==> src/rtl/fsk_frame_modulator.sv <==
// Framed FSK transmitter: serialises words as async frames (start, data LSB
// first, optional parity, stop) and renders each bit as a phase-continuous
// square-wave tone (mark = 1, space = 0).
module fsk_frame_modulator #(
  parameter int HALF_MARK  = 4,
  parameter int HALF_SPACE = 8,
  parameter int BIT_CYCLES = 64,
  parameter int DATA_BITS  = 8,
  parameter int STOP_BITS  = 1,
  parameter int PARITY     = 0,
  parameter int IDLE_TONE  = 1
) (
  input  logic                 sysclk,
  input  logic                 rst,
  input  logic [DATA_BITS-1:0] data_in,
  input  logic                 data_valid,
  output logic                 data_ready,
  output logic                 signal_out,
  output logic                 tone_sel,
  output logic                 busy,
  output logic                 frame_done
);

  localparam int HALF_MAX = (HALF_MARK > HALF_SPACE) ? HALF_MARK : HALF_SPACE;
  localparam int HW = $clog2(HALF_MAX - 1) + 1;
  localparam int TW = $clog2(BIT_CYCLES - 1) + 1;
  localparam int CW = $clog2(DATA_BITS) + 1;

  localparam logic [HW-1:0] HM_LD  = HW'(HALF_MARK - 1);
  localparam logic [HW-1:0] HS_LD  = HW'(HALF_SPACE - 1);
  localparam logic [TW-1:0] BIT_LD = TW'(BIT_CYCLES - 1);
  localparam logic [CW-1:0] DATA_LAST = CW'(DATA_BITS - 1);
  localparam logic [CW-1:0] STOP_LAST = CW'(STOP_BITS - 1);
  localparam logic          ODD_PAR   = (PARITY == 2);

  typedef enum logic [2:0] {IDLE, START, DATA, PAR, STOP} state_t;

  state_t               state, state_n;
  logic [TW-1:0]        bit_tmr, tmr_n;
  logic [CW-1:0]        bit_cnt, cnt_n;
  logic [DATA_BITS-1:0] shreg, shreg_n;
  logic                 par_bit, par_n;
  logic                 tone_n;
  logic [HW-1:0]        half_cnt;
  logic                 bit_end, last_stop, take;

  assign bit_end    = (state != IDLE) && (bit_tmr == '0);
  assign last_stop  = (state == STOP) && bit_end && (bit_cnt == STOP_LAST);
  assign data_ready = ((state == IDLE) || last_stop) && !rst;
  assign take       = data_valid && data_ready;
  assign busy       = (state != IDLE);
  assign frame_done = last_stop;

  // Frame sequencing: next state, bit timer, bit counter, shift register and
  // the bit value to put on the line from the next edge onwards.
  always_comb begin
    state_n = state;
    tmr_n   = bit_tmr;
    cnt_n   = bit_cnt;
    shreg_n = shreg;
    par_n   = par_bit;
    tone_n  = tone_sel;
    if (state != IDLE) tmr_n = bit_tmr - TW'(1);
    if (take) begin
      // Also covers a back-to-back word accepted in the final stop cycle.
      state_n = START;
      tmr_n   = BIT_LD;
      cnt_n   = '0;
      shreg_n = data_in;
      par_n   = (^data_in) ^ ODD_PAR;
      tone_n  = 1'b0;
    end else if (bit_end) begin
      tmr_n = BIT_LD;
      cnt_n = '0;
      case (state)
        START: begin
          state_n = DATA;
          tone_n  = shreg[0];
        end
        DATA: begin
          if (bit_cnt == DATA_LAST) begin
            if (PARITY != 0) begin
              state_n = PAR;
              tone_n  = par_bit;
            end else begin
              state_n = STOP;
              tone_n  = 1'b1;
            end
          end else begin
            cnt_n   = bit_cnt + CW'(1);
            shreg_n = shreg >> 1;
            tone_n  = shreg[1];
          end
        end
        PAR: begin
          state_n = STOP;
          tone_n  = 1'b1;
        end
        STOP: begin
          if (bit_cnt == STOP_LAST) begin
            state_n = IDLE;
            tmr_n   = '0;
            tone_n  = 1'b1;
          end else begin
            cnt_n = bit_cnt + CW'(1);
          end
        end
        default: ;
      endcase
    end
  end

  // Frame state registers.
  always_ff @(posedge sysclk) begin
    if (rst) begin
      state    <= IDLE;
      bit_tmr  <= '0;
      bit_cnt  <= '0;
      shreg    <= '0;
      par_bit  <= 1'b0;
      tone_sel <= 1'b1;
    end else begin
      state    <= state_n;
      bit_tmr  <= tmr_n;
      bit_cnt  <= cnt_n;
      shreg    <= shreg_n;
      par_bit  <= par_n;
      tone_sel <= tone_n;
    end
  end

  // Tone generator: the half-period is chosen only at a toggle, so a tone
  // change never truncates the half-period in flight. With a quiet idle the
  // line is parked high (also while leaving and entering idle) with the
  // counter primed so the first space toggle lands a full half-period in.
  always_ff @(posedge sysclk) begin
    if (rst) begin
      signal_out <= 1'b1;
      half_cnt   <= HM_LD;
    end else if ((IDLE_TONE == 0) && ((state == IDLE) || (state_n == IDLE))) begin
      signal_out <= 1'b1;
      half_cnt   <= HS_LD;
    end else if (half_cnt == '0) begin
      signal_out <= ~signal_out;
      half_cnt   <= tone_sel ? HM_LD : HS_LD;
    end else begin
      half_cnt <= half_cnt - HW'(1);
    end
  end

endmodule

==> config.mk <==
export PLATFORM = sky130hd
export DESIGN_NAME = fsk_frame_modulator
export DESIGN_NICKNAME = d
export VERILOG_FILES = /design/src/rtl/fsk_frame_modulator.sv
export SDC_FILE = /design/constraint.sdc
export NUM_CORES = 1
export LEC_CHECK = 0
export BUFFER_PORTS_ARGS = -buffer_cell sky130_fd_sc_hd__buf_2
export CORE_ASPECT_RATIO = 1.4
export CORE_UTILIZATION = 30
export DETAILED_ROUTE_END_ITERATION = 12
export PLACE_DENSITY = 0.5
export REMOVE_ABC_BUFFERS = 1
export SLEW_MARGIN = 15
export SYNTH_ARGS = -nofsm -noshare
export SYNTH_HDL_FRONTEND = slang
export SYNTH_SLANG_ARGS = --single-unit
==> constraint.sdc <==
create_clock -name sysclk -period 4.4 [get_ports sysclk]
set_clock_uncertainty 0.2 [all_clocks]
set_input_delay 0.66 -clock sysclk [delete_from_list [all_inputs] [get_ports sysclk]]
set_output_delay 0.66 -clock sysclk [all_outputs]
set_load 0.02 [all_outputs]
# == Word-level counts from Yosys, hierarchy flattened ==
# Cells that the tools add are included.
# word_totals
latchBits,0
elab_cells,70
rom_bits,0
ram_bits,0
mem_count,0
out_inout_bits,5
in_bits,11
register_bits,28
# classes
eq_ne,10
multipliers,0
magnitude_cmp,0
n_bitwise,1
reduce_logical,23
n_addsub,3
mux,24
div_mod_pow,0
shifts,0
# ops
op,n
2-to-1 mux 8 bit,4
2-to-1 mux 6 bit,3
2-to-1 mux 7 bit,2
2-to-1 mux 4 bit,3
case mux 3 bit (4 select lines),1
2-to-1 mux 3 bit,3
zero test 4 bit,2
case mux 4 bit (2 select lines),1
AND reduction 4 bit,2
zero test 7 bit,1
"subtractor 7 x 1 -> 7 bit, second input constant",1
"equality test 3 x 2 -> 1 bit, second input constant",2
2-to-1 mux 1 bit,6
AND reduction 3 bit,2
nonzero test 2 bit,3
nonzero test 3 bit,2
logical AND 1 bit,5
nonzero test 5 bit,1
"adder 4 x 1 -> 4 bit, second input constant",1
"equality test 4 x 3 -> 1 bit, second input constant",1
"!= test 2 bit, second input constant",2
case mux 1 bit (4 select lines),1
nonzero test 4 bit,1
"subtractor 4 x 1 -> 4 bit, second input constant",1
10 further kinds,10

# == Logic depth before layout (Yosys ltp) ==
# depth
word_depth,9
ltp_mapped,8
mapped_depth_nobuf,6

# == Worst setup path after synthesis ==
# Ideal clock, no wire load.
# synth_timing
path_type,register to output
start,reg state[0]
end,out frame_done
n_path_buf,1
required_time_ns,3.540
stages_incl_launch_ff,6
t_arrival_ns,1.742
path_slack_ns,1.798
cell_sequence,dfxtp_1 > clkbuf_1 > nor3_1 > clkinv_1 > nand3_1 > nor2_1
# synth_between
elab_chain_len,4
word_cells_on_any_way,5
cone_classes,1 x eq/ne; 4 x reduce/logical
# synth_rtl
element,line,text
start: declaration,38,"state_t state, state_n;"
start signal: assignment,123,state <= state_n;
nonzero test 3 bit,n/a,
net busy,20,"output logic busy,"
logical AND 1 bit,47,assign bit_end = (state != IDLE) && (bit_tmr == '0);
logical AND 1 bit (2 in series),48,assign last_stop = (state == STOP) && bit_end && (bit_cnt == STOP_LAST);
end: declaration,21,output logic frame_done
# The timed path passes the listed nets, and every way through them passes these cells.

# == Worst setup path in the final report ==
# layout_timing
start,reg state[1]
end,out frame_done
# layout_between
elab_chain_len,4
word_cells_on_any_way,5
cone_classes,1 x eq/ne; 4 x reduce/logical
# layout_rtl
element,line
nonzero test 3 bit,47
logical AND 1 bit,47
logical AND 1 bit (*) (2 in series),48
# Mark *: on every way between the ends. The rest lies on a longest branch, timed or not.

==> load_flow_metrics.sql <==
INSERT INTO impl_metrics (metric_group, metric, value, unit) VALUES
('outcome', 'status', 'complete, no violations', ''),
('power_and_ir_drop', 'power-per-cell-area', '381', 'nW/µm²'),
('synth', 'seq_area_frac_synth', '35.5', '%'),
('die', 'y_dimension_of_the_die', '87.9', 'µm'),
('critical_path', 'worstPathRequired', '3.54', 'ns'),
('timing', 'final_max_slew_viol_count', '0', ''),
('power_and_ir_drop', 'p_sw', '0.000229', 'W'),
('layout', 'final_cell_mix', 'sky130_fd_sc_hd__dfxtp_1 (28), sky130_fd_sc_hd__a21oi_1 (19), sky130_fd_sc_hd__buf_2 (15)', ''),
('power_and_ir_drop', 'vdd.ir_drop.worst', '0.190', 'mV'),
('placed_design', 'placed_area', '1680', 'µm²'),
('synth', 'synth-edff-count', '0', ''),
('placed_design', 'dpl.hpwl', '2660', 'µm'),
('synth', 'synth_largest_area_cell', 'sky130_fd_sc_hd__dfxtp_1', ''),
('layout', 'final_core_utilization', '35.1', '%'),
('timing', 'max_freq', '312', 'MHz'),
('worst_hold_path', 'worst_hold_startpoint', 'half_cnt[0]', ''),
('critical_path', 'timing.setup.critical_path_class', 'flop to primary output', ''),
('clock_tree', 'postCtsHoldBufs', '0', ''),
('layout', 'areaGrowthSynthToFinish', '9.98', '%'),
('clock_tree', 'clockBufferDepth', '2', ''),
('timing', 'finalSetupViolations', '0', ''),
('die', 'core.rowCount', '30', ''),
('routing', 'drt_wl_cell', '14.2', 'µm'),
('die', 'floorplan.initialDensity', '31.9', '%'),
('routing', 'first_pass_iters', '4', ''),
('routing', 'postRouteAntennaNets', '0', ''),
('clock_tree', 'clock_sink_count', '28', ''),
('layout', 'fin_area', '1740', 'µm²'),
('worst_hold_path', 'worstHoldPathType', 'flop to flop', ''),
('synth', 'dominantRegCellSynth', 'sky130_fd_sc_hd__dfxtp_1', ''),
('routing', 'vias', '1368', ''),
('global_route', 'grt_pass1_wl', '6200', 'µm'),
('synth', 'flip_flop_and_latch_count_after_synthesis', '28', ''),
('routing', 'via_per_inst', '5.32', ''),
('die', 'io_pins', '16', ''),
('clock_tree', 'cts_tree', 'yes', ''),
('clock_tree', 'ctsResizeCount', '0', ''),
('clock_tree', 'root_buffer_selected_by_cts', 'sky130_fd_sc_hd__clkbuf_8', ''),
('global_route', 'overflow', '0', ''),
('critical_path', 'worstReg2RegStart', 'state[1]', ''),
('layout', 'multiInputGateArea', '933', 'µm²'),
('clock_tree', 'worst_skew_pair.late_latency', '0.28', 'ns'),
('global_route', 'grt_pass1_vias', '1330', ''),
('critical_path', 'worstPathArrival', '2.35', 'ns'),
('clock_tree', 'ctsHtreeMaxLevel', '1', ''),
('critical_path', 'setup.worst_path.start_class', 'flop', ''),
('timing', 'rsz0062_at_grt', 'no', ''),
('placed_design', 'globalplace.congestion', '0.799', ''),
('clock_tree', 'number_of_setup_buffers_added_after_cts', '0', ''),
('critical_path', 'timing.critical_path.to_type', 'primary output', ''),
('synth', 'post_synth_num_cell_types', '50', ''),
('critical_path', 'worst-path-max-fanout', '12', ''),
('global_route', 'grt_max_degree', '16', ''),
('job', 'cap_viol_max_count', '0', ''),
('power_and_ir_drop', 'p_leak', '0.659', 'nW'),
('die', 'floorplan.die.width', '63.3', 'µm'),
('power_and_ir_drop', 'sequentialPowerShare', '47.9', '%'),
('layout', 'mostFrequentLayoutCell', 'sky130_fd_sc_hd__dfxtp_1', ''),
('synth', 'synthesis.yosys.warnings', '0', ''),
('synth', 'synth_top_area_share', '35.5', '%'),
('synth', 'avgSynthCellArea', '8.68', 'µm²'),
('routing', 'detail_route.drc_violations', '0', ''),
('layout', 'layout.filler_cells', '545', ''),
('power_and_ir_drop', 'internal_power', '0.000434', 'W'),
('timing', 'relSlewSlack', '57.2', '%'),
('routing', 'first_iter_violations', '50', ''),
('clock_tree', 'path_clk_slew', '0.10', 'ns'),
('synth', 'synthesized_cell_area', '1580', 'µm²'),
('power_and_ir_drop', 'share_comb_of_total_power', '27.4', '%'),
('synth', 'synthCells', '182', ''),
('timing', 'post-route-period-util', '72.9', '%');
logic make-up after synthesis:
group,count (synthesis),synth area share [%]
xor gates and xnor gates,2,1.11
muxes,8,5.07
AOI/OAI and AO/OA,55,23.9
buffers and inverters,17,5.46
and+or+nand+nor,67,25.0
adders and majority gates,5,3.96
DFF,28,35.5
final timing paths:
| check | end | slack [ns] | cells after the start |
|---|---|---|---|
| setup / recovery | frame_done | 1.19 | 5 |
| hold / removal | half_cnt[0] | 0.21 | 1 |
| setup reg to reg | bit_cnt[1] | 1.86 | 5 |
| hold reg to reg | half_cnt[0] | 0.21 | 1 |
per-stage QoR:
step	std cells	total power (W)	setup slack [ns]	hold slack, ns
after global routing	257	0.000708	0.919	0.224
final	257	0.000663	1.19	0.207
after CTS	257	0.000670	1.21	0.207
after global placement	253	0.000507	1.64	0.182
after floorplan	174	0.000451	1.84	0.167
after detailed placement	253	0.000506	1.54	0.182
flip-flops by register name, summed over array words and instances (netlist names):
signal      cells
bit_cnt         4
signal_out      1
tone_sel        1
shreg           8
bit_tmr         7
state           3
half_cnt        4
metal layers:
metal | routed length (µm) | track usage (%) | vias up
met5 | 0 | 0 | -
met4 | 48 | 5.37 | 0
met3 | 104 | 2.34 | 5
met2 | 1770 | 25.2 | 24
met1 | 1730 | 16.7 | 626
li1 | - | - | 713
area by class of cell:
class / count / area share (%)
multi-input cells: 137 / 53.7
flip-flops and latches: 28 / 32.3
well taps: 64 / 4.61
repair buffers: 15 / 4.32
clock buffers: 4 / 3.17
inverters: 9 / 1.94
critical path, stage by stage (launching register included):
cell and delay, ns:
sky130_fd_sc_hd__dfxtp_1 0.44, sky130_fd_sc_hd__nor3_1 0.59, sky130_fd_sc_hd__clkinv_1 0.45, sky130_fd_sc_hd__nand3_1 0.34, sky130_fd_sc_hd__nor2_1 0.08, sky130_fd_sc_hd__buf_2 0.16
synth_stat cells (all sizes together) (2+ instances only):
master and n:
nor4 3, xnor2 2, nand2 13, o31ai 8, nand2b 5, or4 2
or3 2, o211ai 5, a21oi 19, mux2i 8, o41ai 2, clkbuf 5
o21ai 3, nor3 6, buf 3, nand3b 2, dfxtp 28, nor4b 2
o221ai 2, or3b 3, inv 8, nand3 5, nor2 12, a211oi 2
ha 5, or2 2, a31oi 2, nor3b 5
power by group through the flow:
stage | combinational (W) | sequential, W | clock [W]
floorplan | 0.000133 | 0.000318 | 0
global placement | 0.000183 | 0.000323 | 0
detailed placement | 0.000182 | 0.000324 | 0
CTS | 0.000182 | 0.000318 | 0.000171
global route | 0.000206 | 0.000323 | 0.000179
finish | 0.000181 | 0.000318 | 0.000164
(Power assumes the default switching activity.)
